<file path="config.mk">
export PLATFORM = sky130hd
export DESIGN_NAME = apb_master_gen2_flat
export DESIGN_NICKNAME = d
export VERILOG_FILES = /design/src/rtl/apb_pkg.sv /design/src/rtl/apb_master_gen2_if.sv /design/src/rtl/apb_timeout_ctr.sv /design/src/rtl/apb_master_gen2.sv /design/src/flat_wrapper.sv
export SDC_FILE = /design/constraint.sdc
export NUM_CORES = 1
export LEC_CHECK = 0
export ABC_AREA = 0
export CAP_MARGIN = 20
export CORE_MARGIN = 2
export CORE_UTILIZATION = 41
export DETAILED_ROUTE_END_ITERATION = 10
export GPL_TIMING_DRIVEN = 0
export PLACE_DENSITY = 0.92
export SKIP_CTS_REPAIR_TIMING = 1
export SYNTH_ARGS = -nofsm -noshare
export SYNTH_HDL_FRONTEND = slang
export SYNTH_SLANG_ARGS = --single-unit
export TNS_END_PERCENT = 10
</file>
<file path="constraint.sdc">
create_clock -name clk -period 1.73 [get_ports clk]
set_clock_uncertainty 0.1 [all_clocks]
set_input_delay 0.519 -clock clk [delete_from_list [all_inputs] [get_ports clk]]
set_output_delay 0.519 -clock clk [all_outputs]
set_load 0.005 [all_outputs]
</file>
<file path="src/rtl/apb_pkg.sv">
// Shared state encoding, defaults and request record for the APB4 master family.
package apb_pkg;

   typedef enum logic [1:0] {
      IDLE,
      SETUP,
      ACCESS
   } apb_state_e;

   localparam int unsigned APB_TIMEOUT_DEF = 16;

   localparam int unsigned REQ_ADDR_W = 32;
   localparam int unsigned REQ_DATA_W = 32;
   localparam int unsigned REQ_STRB_W = REQ_DATA_W / 8;

   typedef struct packed {
      logic                  write;
      logic [REQ_ADDR_W-1:0] addr;
      logic [REQ_DATA_W-1:0] wdata;
      logic [REQ_STRB_W-1:0] strb;
   } apb_req_t;

endpackage

</file>
<file path="src/rtl/apb_master_gen2_if.sv">
// Command/response port and APB4 bus of apb_master_gen2, grouped for both sides.
interface apb_master_gen2_if #(
   parameter int unsigned ADDR_W = 32,
   parameter int unsigned DATA_W = 32
);
   localparam int unsigned STRB_W = DATA_W / 8;

   logic              req_valid;
   logic              req_ready;
   logic              req_write;
   logic [ADDR_W-1:0] req_addr;
   logic [DATA_W-1:0] req_wdata;
   logic [STRB_W-1:0] req_strb;
   logic              rsp_valid;
   logic [DATA_W-1:0] rsp_rdata;
   logic              rsp_err;
   logic [ADDR_W-1:0] PADDR;
   logic [DATA_W-1:0] PWDATA;
   logic [STRB_W-1:0] PSTRB;
   logic              PWRITE;
   logic              PSEL;
   logic              PENABLE;
   logic              PREADY;
   logic [DATA_W-1:0] PRDATA;
   logic              PSLVERR;

   modport master (
      input  req_valid, req_write, req_addr, req_wdata, req_strb,
      input  PREADY, PRDATA, PSLVERR,
      output req_ready, rsp_valid, rsp_rdata, rsp_err,
      output PADDR, PWDATA, PSTRB, PWRITE, PSEL, PENABLE
   );

   modport slave (
      output req_valid, req_write, req_addr, req_wdata, req_strb,
      output PREADY, PRDATA, PSLVERR,
      input  req_ready, rsp_valid, rsp_rdata, rsp_err,
      input  PADDR, PWDATA, PSTRB, PWRITE, PSEL, PENABLE
   );

endinterface

</file>
<file path="src/rtl/apb_timeout_ctr.sv">
// Counts ACCESS wait cycles; expired flags the last cycle the slave may still answer.
module apb_timeout_ctr
   import apb_pkg::*;
#(
   parameter int unsigned TIMEOUT_CYC = APB_TIMEOUT_DEF
) (
   input  logic clk,
   input  logic rst,
   input  logic clear,
   input  logic inc,
   output logic expired
);
   localparam int unsigned CNT_W = $clog2(TIMEOUT_CYC);

   logic [CNT_W-1:0] r_cnt;

   // The master aborts on expiry, so the count never needs to wrap.
   always_ff @(posedge clk) begin
      if (!rst) begin
         r_cnt <= '0;
      end else if (clear) begin
         r_cnt <= '0;
      end else if (inc) begin
         r_cnt <= r_cnt + 1'b1;
      end
   end

   assign expired = (r_cnt == CNT_W'(TIMEOUT_CYC - 1));

endmodule

</file>
<file path="src/rtl/apb_master_gen2.sv">
// APB4 master: one request at a time, back-to-back capable, strobes and slave error.
// Optional access timeout enabled by defining APB_MASTER_TIMEOUT_EN.
module apb_master_gen2
   import apb_pkg::*;
#(
   parameter int unsigned ADDR_W      = 32,
   parameter int unsigned DATA_W      = 32,
   parameter int unsigned TIMEOUT_CYC = APB_TIMEOUT_DEF
) (
   input  logic             clk,
   input  logic             rst,
   apb_master_gen2_if.master bus
);
   localparam int unsigned STRB_W = DATA_W / 8;

   apb_state_e        r_state;
   apb_state_e        w_state_nxt;
   logic [ADDR_W-1:0] r_paddr;
   logic [DATA_W-1:0] r_pwdata;
   logic [STRB_W-1:0] r_pstrb;
   logic              r_pwrite;
   logic              r_rsp_valid;
   logic [DATA_W-1:0] r_rsp_rdata;
   logic              r_rsp_err;
   logic              w_req_ready;
   logic              w_psel;
   logic              w_penable;
   logic              w_complete;
   logic              w_timeout;
   logic              w_accept;

   assign w_complete = (r_state == ACCESS) && bus.PREADY;
   assign w_accept   = bus.req_valid && w_req_ready;

`ifdef APB_MASTER_TIMEOUT_EN
   logic w_expired;

   apb_timeout_ctr #(
      .TIMEOUT_CYC (TIMEOUT_CYC)
   ) u_timeout_ctr (
      .clk     (clk),
      .rst     (rst),
      .clear   (r_state == SETUP),
      .inc     ((r_state == ACCESS) && !bus.PREADY),
      .expired (w_expired)
   );

   // A slave answering on the terminal cycle still completes normally.
   assign w_timeout = (r_state == ACCESS) && !bus.PREADY && w_expired;
`else
   logic w_unused_timeout;
   assign w_unused_timeout = ^TIMEOUT_CYC;
   assign w_timeout        = 1'b0;
`endif

   // NOTE: every signal driven here gets a default first, so no latch is inferred.
   always_comb begin
      w_state_nxt = r_state;
      w_req_ready = 1'b0;
      w_psel      = (r_state != IDLE);
      w_penable   = (r_state == ACCESS);
      case (r_state)
         IDLE: begin
            w_req_ready = 1'b1;
            if (bus.req_valid) w_state_nxt = SETUP;
         end
         SETUP:   w_state_nxt = ACCESS;
         ACCESS: begin
            if (w_complete) begin
               w_req_ready = 1'b1;
               w_state_nxt = bus.req_valid ? SETUP : IDLE;
            end else if (w_timeout) begin
               w_state_nxt = IDLE;
            end
         end
         default: w_state_nxt = IDLE;
      endcase
   end

   // NOTE: reset is sampled on the clock edge, and state uses non-blocking updates.
   always_ff @(posedge clk) begin
      if (!rst) r_state <= IDLE;
      else      r_state <= w_state_nxt;
   end

   always_ff @(posedge clk) begin
      if (!rst) begin
         r_paddr     <= '0;
         r_pwdata    <= '0;
         r_pstrb     <= '0;
         r_pwrite    <= 1'b0;
         r_rsp_valid <= 1'b0;
         r_rsp_rdata <= '0;
         r_rsp_err   <= 1'b0;
      end else begin
         if (w_accept) begin
            r_pwrite <= bus.req_write;
            r_paddr  <= bus.req_addr;
            r_pwdata <= bus.req_write ? bus.req_wdata : '0;
            r_pstrb  <= bus.req_write ? bus.req_strb : '0;
         end
         r_rsp_valid <= w_complete || w_timeout;
         if (w_complete) begin
            r_rsp_rdata <= r_pwrite ? '0 : bus.PRDATA;
            r_rsp_err   <= bus.PSLVERR;
         end else if (w_timeout) begin
            r_rsp_rdata <= '0;
            r_rsp_err   <= 1'b1;
         end
      end
   end

   assign bus.req_ready = w_req_ready;
   assign bus.rsp_valid = r_rsp_valid;
   assign bus.rsp_rdata = r_rsp_rdata;
   assign bus.rsp_err   = r_rsp_err;
   assign bus.PADDR     = r_paddr;
   assign bus.PWDATA    = r_pwdata;
   assign bus.PSTRB     = r_pstrb;
   assign bus.PWRITE    = r_pwrite;
   assign bus.PSEL      = w_psel;
   assign bus.PENABLE   = w_penable;

endmodule

</file>
<file path="src/flat_wrapper.sv">
// flat-port wrapper written by rule: the top's interface ports become plain ports
module apb_master_gen2_flat import apb_pkg::*;
#(
   parameter int unsigned ADDR_W      = 32,
   parameter int unsigned DATA_W      = 32,
   parameter int unsigned TIMEOUT_CYC = APB_TIMEOUT_DEF
)
  (clk, rst, bus_req_valid, bus_req_write, bus_req_addr, bus_req_wdata, bus_req_strb, bus_PREADY, bus_PRDATA, bus_PSLVERR, bus_req_ready, bus_rsp_valid, bus_rsp_rdata, bus_rsp_err, bus_PADDR, bus_PWDATA, bus_PSTRB, bus_PWRITE, bus_PSEL, bus_PENABLE);
  apb_master_gen2_if #(.ADDR_W(ADDR_W), .DATA_W(DATA_W)) bus_i ();
  input  logic clk;
  input  logic rst;
  input wire logic [$bits(bus_i.req_valid)-1:0] bus_req_valid;
  input wire logic [$bits(bus_i.req_write)-1:0] bus_req_write;
  input wire logic [$bits(bus_i.req_addr)-1:0] bus_req_addr;
  input wire logic [$bits(bus_i.req_wdata)-1:0] bus_req_wdata;
  input wire logic [$bits(bus_i.req_strb)-1:0] bus_req_strb;
  input wire logic [$bits(bus_i.PREADY)-1:0] bus_PREADY;
  input wire logic [$bits(bus_i.PRDATA)-1:0] bus_PRDATA;
  input wire logic [$bits(bus_i.PSLVERR)-1:0] bus_PSLVERR;
  output wire logic [$bits(bus_i.req_ready)-1:0] bus_req_ready;
  output wire logic [$bits(bus_i.rsp_valid)-1:0] bus_rsp_valid;
  output wire logic [$bits(bus_i.rsp_rdata)-1:0] bus_rsp_rdata;
  output wire logic [$bits(bus_i.rsp_err)-1:0] bus_rsp_err;
  output wire logic [$bits(bus_i.PADDR)-1:0] bus_PADDR;
  output wire logic [$bits(bus_i.PWDATA)-1:0] bus_PWDATA;
  output wire logic [$bits(bus_i.PSTRB)-1:0] bus_PSTRB;
  output wire logic [$bits(bus_i.PWRITE)-1:0] bus_PWRITE;
  output wire logic [$bits(bus_i.PSEL)-1:0] bus_PSEL;
  output wire logic [$bits(bus_i.PENABLE)-1:0] bus_PENABLE;
  assign bus_i.req_valid = bus_req_valid;
  assign bus_i.req_write = bus_req_write;
  assign bus_i.req_addr = bus_req_addr;
  assign bus_i.req_wdata = bus_req_wdata;
  assign bus_i.req_strb = bus_req_strb;
  assign bus_i.PREADY = bus_PREADY;
  assign bus_i.PRDATA = bus_PRDATA;
  assign bus_i.PSLVERR = bus_PSLVERR;
  assign bus_req_ready = bus_i.req_ready;
  assign bus_rsp_valid = bus_i.rsp_valid;
  assign bus_rsp_rdata = bus_i.rsp_rdata;
  assign bus_rsp_err = bus_i.rsp_err;
  assign bus_PADDR = bus_i.PADDR;
  assign bus_PWDATA = bus_i.PWDATA;
  assign bus_PSTRB = bus_i.PSTRB;
  assign bus_PWRITE = bus_i.PWRITE;
  assign bus_PSEL = bus_i.PSEL;
  assign bus_PENABLE = bus_i.PENABLE;
  apb_master_gen2 #(.ADDR_W(ADDR_W), .DATA_W(DATA_W), .TIMEOUT_CYC(TIMEOUT_CYC)) u_core (.clk(clk), .rst(rst), .bus(bus_i));
endmodule
</file>
==> metrics.cfg, run 1 <==
[critical_path]
max_stage_delay_ns = 0.50
cpLargestDelayFamily = buffers and inverters
worstSetupPathType = register to output pin
slowest_stage = clkdlybuf4s50_1
cp-start-kind = register
rr_startpoint = u_core.r_state[0]$_SDFFE_PN0P_
path_buf_inv = 1
required_ns = 1.11
cp_max_fo = 2
worstPathCellList = clkdlybuf4s50_1
crit_arrival_ns = 1.19
end_kind = output pin
setup.worst_path.start = u_core.bus.rsp_rdata[24]$_SDFFE_PN0P_

[drt]
drtPass1Iterations = 5
ant_nets = 0
drc = 0
post_drt_wl_per_cell_um = 16.8
first_iter_violations = 246
vias = 4226
via_per_inst = 5.10
finalWirelength_mm = 13.9

[layout]
synthToLayoutAreaGrowth_pct = 65.0
fin_cells = 829
antenna_cells = 0
nets = 794
stdcell_area_um2 = 7180
drive_gt1_frac = 0.157
num-fill-cells = 755

[yosys]
synth_most_common_cell = nand2_1
yosysTopAreaCell = dfxtp_1
ys_ff_latch = 105
syn_nets = 573
synth_warnings = 0
synthAdderAreaFrac = 0
synth_common_cells = nand2_1, dfxtp_1, mux2i_1, nand3_1, nand4b_1
synth_edf_count = 0
synth_flop_cell = dfxtp_1
synth_top_area_share = 0.483
synth_async_sr_flop_share = 0
synthSimpleGateAreaFrac = 0.241
synthTopCellsByArea = dfxtp_1, mux2i_1, nand2_1
synth_compound_area_frac = 0.0380
synth_xor_area_frac = 0
yosysUniqueCellTypes = 20
avgSynthCellArea_um2 = 9.32
syn_inst = 467
ys_seq_area_frac = 0.483
muxShareOfSynthArea = 0.161
synth_top_family_by_area = simple AND/OR/NAND/NOR gates
syn_area_um2 = 4350

[clocking]
root_buffer = clkbuf_8
clockBufferDepth = 2
cts.clk_slew.worst_paths_ns = 0.09
tritoncts = done
numCtsBuffers = 9
cts_sinks = 105
htreeDepth = 3
insertion_delay_ns = 0.35

[grt]
grt_use_total = 0.226
grt_pass1_wl_mm = 20.8
grt-ovfl-total = 0
antenna_found_initial = 0
grt_pass1_vias = 4375
grt_max_degree = 17

[place]
routabilityCongestion = 0.788
dp_cells = 812
dp_hpwl_mm = 10.2
dpl_cell_area_um2 = 6610
dp_slack_ns = -0.647
io_buffer_count = 209

[power]
intPower_mw = 3.88
power_per_cell_area_nw_per_um2 = 712
leakagePower_nw = 4.37
combPwrFrac = 0.180
seq_power_share = 0.508
pwr-share-clk = 0.312
swShare = 0.242
vdd_ir_drop_max_uv = 486
switchingPower_mw = 1.24

[die]
initial_core_util = 0.422
rows = 37
die-area_um2 = 11500
die_h_um = 107
die_w_um = 107
io_pins = 212
core_area_um2 = 10300

[timing]
finalWorstSetupSlack_ns = -0.0794
finalSetupViolCount = 2
period_share = 1.05
report.final.slew_viol_count = 0
fin_crit_ns = 1.81
hold_viol = 0
max_freq_ghz = 0.553
slew_headroom = 0.646
grt_setup_unrepaired = true
setup_tns_ns = -0.0851
tightestPinTransition_ns = 0.531

[status]
failed_checks = setup timing
outcome = finished, violations left

[flow_run]
maxCapViolCount = 0

[min_path]
hold_start = u_core.bus.rsp_rdata[25]$_SDFFE_PN0P_
min_path_type = register to register

## registers in the layout, summed over array words and instances (netlist names)
name,flops
u_core.bus.rsp_rdata,32
u_core.bus.rsp_err,1
u_core.bus.PWDATA,32
u_core.bus.PSTRB,4
u_core.bus.rsp_valid,1
u_core.r_state,2
u_core.bus.PADDR,32
u_core.bus.PWRITE,1
## final timing paths
| kind | to | slack, ns | cells past startpoint |
|---|---|---|---|
| setup / recovery | bus_rsp_rdata[24] | -0.08 | 1 |
| hold / removal | u_core.bus.rsp_rdata[25]$_SDFFE_PN0P_ | 0.35 | 2 |
| setup reg to reg | u_core.bus.PWDATA[13]$_SDFFE_PN0P_ | 0.26 | 5 |
| hold reg to reg | u_core.bus.rsp_rdata[25]$_SDFFE_PN0P_ | 0.35 | 2 |
## logic make-up after synthesis
kind of cell / count (synthesis)
flops: 105
buf+inv: 45
simple gates: 214
compound gates: 33
mux: 70
## placed cells by master, fill, tap and decap left out, types with 2 or more instances in the layout
cell,count
and2_1,2
buf_1,2
buf_12,7
buf_2,7
buf_4,3
buf_6,6
clkbuf_1,22
clkbuf_8,12
clkdlybuf4s50_1,103
clkinvlp_4,2
dfxtp_1,40
dfxtp_2,63
dfxtp_4,2
dlymetal6s2s_1,104
mux2i_1,70
nand2_1,135
nand3_1,37
nand4b_1,32
nor2_1,2
nor2b_1,2
o21ai_0,4
o21ai_1,29
## cell type report
type                       instances  area (um2)  share of cell area
timing repair buffer             210        2360               0.328
sequential                       105        2190               0.305
multi-input combinational        317        1920               0.267
buffer                            45         337              0.0469
tap                              136         170              0.0237
clock buffer                      12         165              0.0230
clock inverter                     4        50.0             0.00697
## power groups by stage
stage          Combinational [mW]  Sequential [mW]  Clock [mW]
2_1_floorplan               0.386             2.64           0
3_3_place_gp                0.919             2.64           0
3_5_place_dp                0.944             2.64           0
4_1_cts                     0.949             2.59        1.64
5_1_grt                     0.990             2.61        1.70
6_report                    0.923             2.60        1.60
## metrics by stage
step                power (mW)  utilization  hold slack, ns
floorplan                 3.03            -           0.345
global placement          3.55        0.641           0.336
detailed placement        3.59        0.641           0.341
CTS                       5.17        0.661           0.353
global route              5.30        0.696           0.367
finish                    5.12        0.696           0.349
## layer usage
layer	vias to the layer above	global-route usage	routed length, um
met4	0	0.0798	373
met3	31	0.0498	934
met2	185	0.415	7260
met1	1986	0.255	5340
met5	-	0	0
li1	2024	-	-
Note: power is estimated with default switching activity, not from simulation.
==> inputs of run 2 (changes only) <==
--- a/config.mk
+++ b/config.mk
@@ -14,4 +14,5 @@
 export PLACE_DENSITY = 0.92
 export SKIP_CTS_REPAIR_TIMING = 1
+export SLEW_MARGIN = 20
 export SYNTH_ARGS = -nofsm -noshare
 export SYNTH_HDL_FRONTEND = slang
==> constraint.sdc (replaced) <==
create_clock -name clk -period 1.73 [get_ports clk]
set_clock_uncertainty 0.1 [all_clocks]
set_input_delay 0.519 -clock clk [delete_from_list [all_inputs] [get_ports clk]]
set_output_delay 0.519 -clock clk [all_outputs]
set_load 0.02 [all_outputs]
==> run 2 against run 1 <==
  * The flow now finishes without violations
  * Design area is 0.96% lower
  * Sequential share of layout area shrank 0.80 points
  * Non-clock buffer count unchanged
  * Final cell count did not move
  * Critical path type unchanged
  * Largest cell class unchanged
  * Highest routed layer unchanged
==> metrics.cfg, run 2 (synthesis gave the netlist of run 1 again) <==
[drt]
ant_nets = 0  ; unchanged
drtPass1Iterations = 4  ; -1
first_iter_violations = 198  ; -20%
finalWirelength_mm = 13.7  ; -1.2%
post_drt_wl_per_cell_um = 16.6  ; -1.2%
vias = 4214  ; -0.28%
via_per_inst = 5.08  ; -0.28%
drc = 0  ; unchanged

[clocking]
root_buffer = clkbuf_8
insertion_delay_ns = 0.35  ; about the same
tritoncts = done
cts.clk_slew.worst_paths_ns = 0.10  ; about the same
cts_sinks = 105  ; unchanged
numCtsBuffers = 9  ; unchanged
clockBufferDepth = 2  ; unchanged
htreeDepth = 3  ; unchanged

[place]
io_buffer_count = 209  ; unchanged
dp_cells = 812  ; unchanged
dp_hpwl_mm = 10.2  ; unchanged
routabilityCongestion = 0.788  ; unchanged

[critical_path]
slowest_stage = dfxtp_4
required_ns = 1.11  ; about the same
setup.worst_path.start = u_core.r_state[1]$_SDFFE_PN0P_
crit_arrival_ns = 1.10  ; -0.09 ns
reg2regPathDepth = 5  ; unchanged
cp_max_fo = 5  ; +3
r2r_slack_ns = 0.24  ; -0.02 ns
r2r-end = u_core.bus.PADDR[15]$_SDFFE_PN0P_
max_stage_delay_ns = 0.37  ; -0.13 ns
end_kind = output pin
worstSetupPathType = register to output pin
rr_startpoint = u_core.r_state[0]$_SDFFE_PN0P_
cp-start-kind = register
worstPathCellList = or2_4 -> buf_6
cp-endpoint = bus_PSEL

[layout]
final_common_cell = nand2_1
drive_gt1_frac = 0.0722  ; -0.0851
synthToLayoutAreaGrowth_pct = 63.5
nets = 794  ; unchanged
fin_cells = 829  ; unchanged
most-common-layout-cells = nand2_1, dlymetal6s2s_1, clkdlybuf4s50_1, dfxtp_1, mux2i_1
antenna_cells = 0  ; unchanged

[grt]
grt_max_degree = 17  ; unchanged
grt_use_total = 0.226  ; unchanged
grt_pass1_vias = 4375  ; unchanged
grt-ovfl-total = 0  ; unchanged
antenna_found_initial = 0  ; unchanged
grt_pass1_wl_mm = 20.8  ; unchanged

[timing]
period_share = 0.994  ; -0.0519
setup_tns_ns = 0  ; +0.0851 ns
grt_setup_unrepaired = true
report.final.slew_viol_count = 0  ; unchanged
tightestPinTransition_ns = 0.522  ; -0.00873 ns
finalSetupViolCount = 0  ; -2
max_freq_ghz = 0.582  ; +5.2%
slew_headroom = 0.652  ; +0.00582
fin_crit_ns = 1.72  ; -0.0897 ns
hold_viol = 0  ; unchanged

[die]
rows = 37  ; unchanged
io_pins = 212  ; unchanged
die_h_um = 107  ; unchanged
initial_core_util = 0.422  ; unchanged
die_w_um = 107  ; unchanged
core_area_um2 = 10300  ; unchanged
die-area_um2 = 11500  ; unchanged

[flow_run]
maxCapViolCount = 0  ; unchanged

[min_path]
hold_start = u_core.bus.rsp_rdata[25]$_SDFFE_PN0P_
min_path_type = register to register

[power]
vdd_ir_drop_max_uv = 490  ; +0.94%
power_per_cell_area_nw_per_um2 = 738  ; +3.5%
leakagePower_nw = 4.36  ; -0.21%

[status]
outcome = completed

==> run 2: worst min path at each step <==
stage                                                       end  slack (ns)  depth (start not counted)
after detailed placement  u_core.bus.rsp_rdata[25]$_SDFFE_PN0P_        0.34                          2
final                     u_core.bus.rsp_rdata[25]$_SDFFE_PN0P_        0.35                          2
after global routing      u_core.bus.rsp_rdata[25]$_SDFFE_PN0P_        0.38                          2
after floorplan                 u_core.bus.rsp_err$_SDFFE_PN0P_        0.43                          2
after CTS                 u_core.bus.rsp_rdata[25]$_SDFFE_PN0P_        0.35                          2
after global placement     u_core.bus.rsp_rdata[1]$_SDFFE_PN0P_        0.34                          2
==> run 2: worst max-delay path: cells and delay by family (launching register included) <==
kind,cells,cell delay [ns]
DFF,1,0.37
and+or+nand+nor,1,0.25
buffers and inverters,1,0.13
==> run 2: report_power, final <==
| group | leakage (nW) | internal, mW | total (mW) | switching [mW] |
|---|---|---|---|---|
| clock | 0.105 | 0.786 | 1.60 | 0.815 |
| sequential | 0.858 | 2.52 | 2.59 | 0.0624 |
| combinational | 3.40 | 0.569 | 1.06 | 0.490 |
| total | 4.36 | 3.88 | 5.25 | 1.37 |
==> run 2: routing by layer <==
metal | share of wire | wire (um) | global-route usage | vias up
met4 | 0.026 | 353 | 0.0798 | 0
met2 | 0.52 | 7190 | 0.415 | 160
met5 | 0 | 0 | 0 | -
li1 | - | - | - | 2023
met1 | 0.39 | 5350 | 0.255 | 2001
met3 | 0.062 | 848 | 0.0498 | 30
==> run 2: area by class of cell <==
type                    instances  area [um2]
clock buffers                  12         165
well taps                     136         170
clock inverters                 4        50.0
fillers                       777        3210
repair buffers                210        2360
plain buffers                  45         337
multi-input cells             317        1920
flip-flops and latches        105        2110
==> run 2: through the flow <==
step | utilization | area (um2) | power, mW | hold slack, ns | setup WS [ns]
2_1_floorplan | - | 4350 | 3.15 | 0.426 | 0.286
3_3_place_gp | 0.641 | 6610 | 3.68 | 0.336 | -0.723
3_5_place_dp | 0.641 | 6610 | 3.71 | 0.341 | -0.748
4_1_cts | 0.661 | 6830 | 5.30 | 0.353 | -0.750
5_1_grt | 0.689 | 7110 | 5.43 | 0.375 | -0.0137
6_report | 0.689 | 7110 | 5.25 | 0.350 | 0.0104
